### src/rtl/uart_loopback_top.sv
// 8N1 UART loopback: a transmitter drives an internal serial line that a
// 16x-oversampling receiver decodes; both share one baud-tick generator.
module uart_loopback_top #(
  parameter int CLK_FREQ   = 100_000_000,
  parameter int BAUD_RATE  = 9600,
  parameter int OVERSAMPLE = 16,
  parameter int DATA_BITS  = 8
) (
  input  logic                 clk,
  input  logic                 arst_n,
  input  logic [DATA_BITS-1:0] data_in,
  input  logic                 tx_start,
  output logic                 tx_done,
  output logic                 rx_done,
  output logic [DATA_BITS-1:0] data_out
);

  localparam int BAUD_DIV = CLK_FREQ / (BAUD_RATE * OVERSAMPLE);
  localparam int CW = (BAUD_DIV > 1) ? $clog2(BAUD_DIV) : 1;
  localparam int TW = (OVERSAMPLE > 1) ? $clog2(OVERSAMPLE) : 1;
  localparam int BW = (DATA_BITS > 1) ? $clog2(DATA_BITS) : 1;

  localparam logic [CW-1:0] DIV_LAST = CW'(BAUD_DIV - 1);
  localparam logic [TW-1:0] OS_LAST  = TW'(OVERSAMPLE - 1);
  localparam logic [TW-1:0] OS_MID   = TW'(OVERSAMPLE / 2 - 1);
  localparam logic [BW-1:0] BIT_LAST = BW'(DATA_BITS - 1);

  typedef enum logic [1:0] {IDLE, START, DATA, STOP} state_t;

  logic [CW-1:0] r_baud_cnt;
  logic          w_tick;

  always_ff @(posedge clk or negedge arst_n) begin
    if (!arst_n) begin
      r_baud_cnt <= '0;
    end else if (r_baud_cnt == DIV_LAST) begin
      r_baud_cnt <= '0;
    end else begin
      r_baud_cnt <= r_baud_cnt + 1'b1;
    end
  end

  assign w_tick = (r_baud_cnt == DIV_LAST);

  // Transmitter: start bit goes out the cycle after acceptance, not on a tick
  state_t                r_tx_state;
  logic [TW-1:0]         r_tx_tick;
  logic [BW-1:0]         r_tx_bit;
  logic [DATA_BITS-1:0]  r_tx_shift;
  logic                  r_tx;
  logic                  r_tx_done;

  always_ff @(posedge clk or negedge arst_n) begin
    if (!arst_n) begin
      r_tx_state <= IDLE;
      r_tx_tick  <= '0;
      r_tx_bit   <= '0;
      r_tx_shift <= '0;
      r_tx       <= 1'b1;
      r_tx_done  <= 1'b0;
    end else begin
      r_tx_done <= 1'b0;
      case (r_tx_state)
        IDLE: begin
          r_tx <= 1'b1;
          if (tx_start) begin
            r_tx_shift <= data_in;
            r_tx       <= 1'b0;
            r_tx_tick  <= '0;
            r_tx_bit   <= '0;
            r_tx_state <= START;
          end
        end
        START: begin
          if (w_tick) begin
            if (r_tx_tick == OS_LAST) begin
              r_tx_tick  <= '0;
              r_tx       <= r_tx_shift[0];
              r_tx_state <= DATA;
            end else begin
              r_tx_tick <= r_tx_tick + 1'b1;
            end
          end
        end
        DATA: begin
          if (w_tick) begin
            if (r_tx_tick == OS_LAST) begin
              r_tx_tick  <= '0;
              r_tx_shift <= r_tx_shift >> 1;
              if (r_tx_bit == BIT_LAST) begin
                r_tx_bit   <= '0;
                r_tx       <= 1'b1;
                r_tx_state <= STOP;
              end else begin
                r_tx_bit <= r_tx_bit + 1'b1;
                r_tx     <= r_tx_shift[1];
              end
            end else begin
              r_tx_tick <= r_tx_tick + 1'b1;
            end
          end
        end
        STOP: begin
          if (w_tick) begin
            if (r_tx_tick == OS_LAST) begin
              r_tx_tick  <= '0;
              r_tx_done  <= 1'b1;
              r_tx_state <= IDLE;
            end else begin
              r_tx_tick <= r_tx_tick + 1'b1;
            end
          end
        end
        default: r_tx_state <= IDLE;
      endcase
    end
  end

  logic r_sync1, r_sync2;
  logic w_rx;

  always_ff @(posedge clk or negedge arst_n) begin
    if (!arst_n) begin
      r_sync1 <= 1'b1;
      r_sync2 <= 1'b1;
    end else begin
      r_sync1 <= r_tx;
      r_sync2 <= r_sync1;
    end
  end

  assign w_rx = r_sync2;

  // Receiver: samples mid-bit; a bad stop bit parks in STOP until the line idles
  state_t                r_rx_state;
  logic [TW-1:0]         r_rx_tick;
  logic [BW-1:0]         r_rx_bit;
  logic [DATA_BITS-1:0]  r_rx_shift;
  logic [DATA_BITS-1:0]  r_data_out;
  logic                  r_rx_done;
  logic                  r_rx_ferr;

  always_ff @(posedge clk or negedge arst_n) begin
    if (!arst_n) begin
      r_rx_state <= IDLE;
      r_rx_tick  <= '0;
      r_rx_bit   <= '0;
      r_rx_shift <= '0;
      r_data_out <= '0;
      r_rx_done  <= 1'b0;
      r_rx_ferr  <= 1'b0;
    end else begin
      r_rx_done <= 1'b0;
      case (r_rx_state)
        IDLE: begin
          if (!w_rx) begin
            r_rx_tick  <= '0;
            r_rx_bit   <= '0;
            r_rx_state <= START;
          end
        end
        START: begin
          if (w_tick) begin
            if (r_rx_tick == OS_MID) begin
              r_rx_tick  <= '0;
              r_rx_state <= w_rx ? IDLE : DATA;
            end else begin
              r_rx_tick <= r_rx_tick + 1'b1;
            end
          end
        end
        DATA: begin
          if (w_tick) begin
            if (r_rx_tick == OS_LAST) begin
              r_rx_tick  <= '0;
              r_rx_shift <= {w_rx, r_rx_shift[DATA_BITS-1:1]};
              if (r_rx_bit == BIT_LAST) begin
                r_rx_bit   <= '0;
                r_rx_state <= STOP;
              end else begin
                r_rx_bit <= r_rx_bit + 1'b1;
              end
            end else begin
              r_rx_tick <= r_rx_tick + 1'b1;
            end
          end
        end
        STOP: begin
          if (r_rx_ferr) begin
            if (w_rx) begin
              r_rx_ferr  <= 1'b0;
              r_rx_state <= IDLE;
            end
          end else if (w_tick) begin
            if (r_rx_tick == OS_LAST) begin
              r_rx_tick <= '0;
              if (w_rx) begin
                r_data_out <= r_rx_shift;
                r_rx_done  <= 1'b1;
                r_rx_state <= IDLE;
              end else begin
                r_rx_ferr <= 1'b1;
              end
            end else begin
              r_rx_tick <= r_rx_tick + 1'b1;
            end
          end
        end
        default: r_rx_state <= IDLE;
      endcase
    end
  end

  assign tx_done  = r_tx_done;
  assign rx_done  = r_rx_done;
  assign data_out = r_data_out;

endmodule

### config.mk
export PLATFORM = sky130hd
export DESIGN_NAME = uart_loopback_top
export DESIGN_NICKNAME = d
export VERILOG_FILES = /design/src/rtl/uart_loopback_top.sv
export SDC_FILE = /design/constraint.sdc
export NUM_CORES = 1
export LEC_CHECK = 0
export BUFFER_PORTS_ARGS = -buffer_cell sky130_fd_sc_hd__buf_2
export CORE_ASPECT_RATIO = 2
export CORE_MARGIN = 2
export CORE_UTILIZATION = 55
export DETAILED_ROUTE_END_ITERATION = 12
export PLACE_DENSITY = 0.77
export SLEW_MARGIN = 20
export SYNTH_ARGS = -nofsm -noshare
export SYNTH_HDL_FRONTEND = slang
export SYNTH_SLANG_ARGS = --single-unit
### constraint.sdc
create_clock -name clk -period 2.5 [get_ports clk]
set_input_delay 0.125 -clock clk [delete_from_list [all_inputs] [get_ports clk]]
set_output_delay 0.125 -clock clk [all_outputs]
set_load 0.1 [all_outputs]
**Yosys cells after proc, flatten, opt, wreduce, memory -nomap -nowiden**

Index checks and enable logic that the tools add are counted.

- Register bits after elaboration: 58

- Add/subtract/negate cells: 5
- Equal/unequal tests: 30
- Mux-type cells: 66
- Reduce and logical (&&, ||, !) cells: 15
- Bitwise logic cells: 1

Operators with widths:

| cell | count |
|---|---|
| 2-to-1 mux 2 bit | 19 |
| 2-to-1 mux 4 bit | 9 |
| inequality test 2 bit, second input constant | 15 |
| 2-to-1 mux 3 bit | 8 |
| 2-to-1 mux 8 bit | 3 |
| 2-to-1 mux 1 bit | 18 |
| one-hot mux 2 bit (4 select lines) | 2 |
| one-hot mux 4 bit (4 select lines) | 1 |
| one-hot mux 8 bit (2 select lines) | 1 |
| AND reduction 8 bit | 2 |
| one-hot mux 3 bit (2 select lines) | 2 |
| adder 10 x 1 -> 10 bit, second input constant | 1 |
| == test 10 bit, second input constant | 1 |
| 2-to-1 mux 10 bit | 1 |
| AND reduction 5 bit | 2 |
| adder 4 x 1 -> 4 bit, second input constant | 2 |
| == test 2 bit, second input constant | 4 |
| == test 4 bit, second input constant | 2 |
| one-hot mux 4 bit (2 select lines) | 1 |
| AND reduction 4 bit | 2 |
| adder 3 x 1 -> 3 bit, second input constant | 2 |
| == test 3 bit, second input constant | 2 |
| inequality test 3 bit, second input constant | 2 |
| AND reduction 3 bit | 2 |
| other kinds (10) | 13 |

**Longest topological paths before layout**

- Word-level depth: 5
- Mapped depth: 9

**Worst setup path after synthesis**

No wires, ideal clock.

- Path type: reg2reg
- From: register r_baud_cnt[0]
- To: register r_data_out[0], in the netlist data_out[0]
- Path buffers: 1
- Setup time: 0.125 ns
- Arrival time: 1.987 ns
- Clock period less this slack: 2.113 ns
- Data required time: 2.375 ns
- Stages on the path, launching flop included: 8
- Path slack: 0.387 ns
- Cells stage by stage: dfrtp_1 -> inv_1 -> ha_1 -> nor4bb_1 -> buf_4 -> nand3_4 -> nor4b_4 -> mux2_2

- Longest elaborated chain between the ends: 2

RTL lines:

| element | RTL line | RTL |
|---|---|---|
| from (decl) | 30 | `logic [CW-1:0] r_baud_cnt;` |
| from (signal assigned) | 39 | `r_baud_cnt <= r_baud_cnt + 1'b1;` |
| == test 10 bit | 43 | `assign w_tick = (r_baud_cnt == DIV_LAST);` |
| AND reduction 5 bit (no line) | -- |  |
| to (signal assigned) | 198 | `r_data_out <= r_rx_shift;` |
| to (decl) | 139 | `logic [DATA_BITS-1:0] r_data_out;` |

No other way between the ends.
A chain may end at the register's enable or synchronous reset.

**Final worst setup path**

- From: register r_baud_cnt[0]
- To: register r_data_out[7], in the netlist data_out[7]

The elaborated chain is that of the path after synthesis.

==> summary.txt <==
GRT
  • Gr usage total: 22.7%
  • GRT overflow: 0
  • First-pass GRT wire length: 10900 um
  • Initial antenna violation count: 0
  • Vias in the first global route: 2438
  • Pin count of the biggest net entering global routing: 26

Detailed routing
  • DR iter-0 viols: 64
  • Post-DRT Antenna Nets: 0
  • Total Wirelength: 6310 um
  • # DRC: 0
  • Drt pass-1 iters: 5
  • Post-DR wirelength/cell: 16.3 um
  • Via count: 2403
  • Vias per cell: 6.21

Synthesis
  • Synthesized area per cell: 10.5 um^2
  • Number of synthesized flops with an enable pin: 0
  • Yosys top cell area share: 44.2%
  • Synth Instances: 295
  • Post-Synthesis Net Count: 318
  • Cell taking the most area after synthesis: dfrtp_1
  • Synth area leaders: dfrtp_1 44%, mux2_2 6.9%, ha_1 4.8%
  • Most used DFF post-synth: dfrtp_1
  • Post-synthesis sequential area ratio: 46.8%
  • Synth warnings: 0
  • Synthesized area: 3110 um^2
  • Asr flop ratio synth: 100%
  • Synthesis-stage register bit count: 58
  • Yosys cell types: 59

Run
  • Max cap viols: 0

Pwr
  • Pwr dens: 540 nW/um^2
  • Peak VDD IR: 0.644 mV
  • Lkg Pwr: 1.66 nW

Clocking
  • Cell chosen for the clock root: clkbuf_8
  • Worst-case clock buffer depth: 2
  • Post-CTS setup buffer count: 0
  • Clk_lat worst skew: 350 ps
  • CTS tree: yes
  • Num CTS Buffers: 9
  • H-Tree Level Count: 3
  • PostCTS Resize Cnt: 0
  • Clock slew at reported path FFs: 60 ps
  • Clock sinks: 58

Timing
  • Worst-margin pin slew: 536 ps
  • Max Freq: 0.435 GHz
  • Final Max Slew Viols: 0
  • RSZ-0062 raised after global routing: false
  • Fin worst setup slack: 203 ps
  • Minimum clock period after layout: 2300 ps
  • Setup TNS: 0 ps
  • # setup viols final: 0
  • Final hold vios: 0
  • Post-Route Skew: 5.80 ps
  • Final Cycle Share: 91.9%
  • Relative slew slack: 64.1%

Place
  • Dpl hpwl: 4610 um
  • Post-place setup slack: 133 ps
  • Gpl congestion: 0.843
  • Placed cell count: 370
  • IO Port Bufs: 20

Final layout
  • Fin cells: 387
  • Commonest non-fill, non-tap cells in the layout: 55 x dfrtp_1, 21 x nand2_1, 20 x buf_2, 19 x mux2_2, 14 x nor2_1
  • Area delta synth->final: 13.1%
  • Core Util, Final: 64.9%
  • N_diodes: 0
  • Most common cell after layout, fill and taps aside: dfrtp_1
  • Storage element area: 1460 um^2
  • Layout fillers: 451
  • Nets@finish: 345
  • Multi-input logic area: 1520 um^2
  • Fraction of layout cells with a size suffix above 1: 23.5%

Setup path
  • CP endpoint kind: flip-flop
  • CP Launch Type: flip-flop
  • Crit-path max FO: 10
  • CP arrival: 2530 ps
  • Setup CP Type: flip-flop to flip-flop
  • Required time of the critical path: 2730 ps

Die
  • Core Region: 5420 um^2
  • Die area: 6310 um^2
  • Die X: 57.2 um
  • Rows: 38
  • Die height: 110 um
  • I/O pins: 21
  • Initial Utilization: 57.4%

Status
  • Run status: completed

Min path
  • HP Class: primary input to flip-flop
==> flip-flops by register name, summed over array words and instances (netlist names), named ones only <==
name        count
data_out        8
r_rx_bit        3
r_rx_ferr       1
r_rx_shift      8
tx_done         1
r_baud_cnt     10
r_tx_shift      8
rx_done         1
r_tx_tick       4
r_sync1         1
r_tx_state      2
r_tx_bit        3
r_sync2         1
r_tx            1
r_rx_state      1
r_rx_tick       4
==> where the power goes <==
| group | switching, W | total [W] | internal, W | leakage, nW |
|---|---|---|---|---|
| clock network | 0.000369 | 0.000929 | 0.000559 | 0.107 |
| registers | 0 | 0.000939 | 0.000939 | 0.712 |
| logic | 0.0000217 | 0.0000308 | 0.00000913 | 0.837 |
| total | 0.000391 | 0.00190 | 0.00151 | 1.66 |
==> final cells by class <==
cell class                 instances  area share (%)
multi-input combinational        206            43.3
inverter                          14            1.49
sequential                        58            41.4
clock buffer                      11            3.74
tap                               60            2.13
clock inverter                     5            2.24
timing repair buffer              33            5.69
==> synth_stat cells, drive strengths merged, types with 3 or more instances <==
master   number
xor2          4
nor2b         5
dfrtp        55
buf           5
o21ai        11
inv          13
mux2         19
and2          4
dfstp         3
o2bb2ai       3
nor3          6
nand3        14
nand2        21
or3           3
xnor2         5
ha           12
clkbuf       12
o211ai        5
nor2         14
nand4         9
a31oi         3
mux2i         9
o31ai         3
nor3b         3
a22oi         6
a21oi         7
and3          8
==> critical path, stage by stage, from the launching register on <==
cell and delay [ps]:
dfrtp_1 430, inv_1 80, ha_1 130, nor4bb_1 280, buf_4 220, nand3_4 130
nor4b_4 510, mux2_2 400
==> what timing repair did <==
action / CTS / global route
setup endpoints to repair: 0 / 2
hold endpoints to repair: 16 / 0
hold buffers: 1 / 0
==> metrics by stage <==
stage	area, um^2	total power, W	hold slack [ps]
global route	3520	0.00196	31.9
detailed placement	3300	0.000987	69.5
CTS	3520	0.00192	8.22
floorplan	3110	0.000957	-171
finish	3520	0.00190	20.6
global placement	3300	0.000987	66.2
==> logic make-up after synthesis <==
kind of cell / synth area share, %
AND/OR/NAND/NOR: 18.5
AO/OA/AOI/OAI: 13.3
buffers and inverters: 4.22
adder cells (fa/ha/maj): 4.83
XOR/XNOR: 2.53
flip-flops: 46.8
multiplexers: 9.78
==> per-layer routing <==
metal  GRT usage (%)  part of all wire (%)  vias up
met5               0                     0        -
li1                -                     -     1136
met1            22.4                    37     1182
met3            5.13                   3.6       20
met4            15.1                   3.9        0
met2            41.3                    56       65
==> worst paths after layout <==
path	slack, ps	cells after the start	startpoint	to
max in group asynchronous	1560	3	arst_n	r_tx
min in group asynchronous	230	2	arst_n	data_out[1]
max reg2reg	200	7	r_baud_cnt[0]	data_out[7]
min reg2reg	360	0	r_sync1	r_sync2
min	20	3	data_in[6]	r_tx_shift[6]
max	200	7	r_baud_cnt[0]	data_out[7]
(Power assumes the default switching activity.)
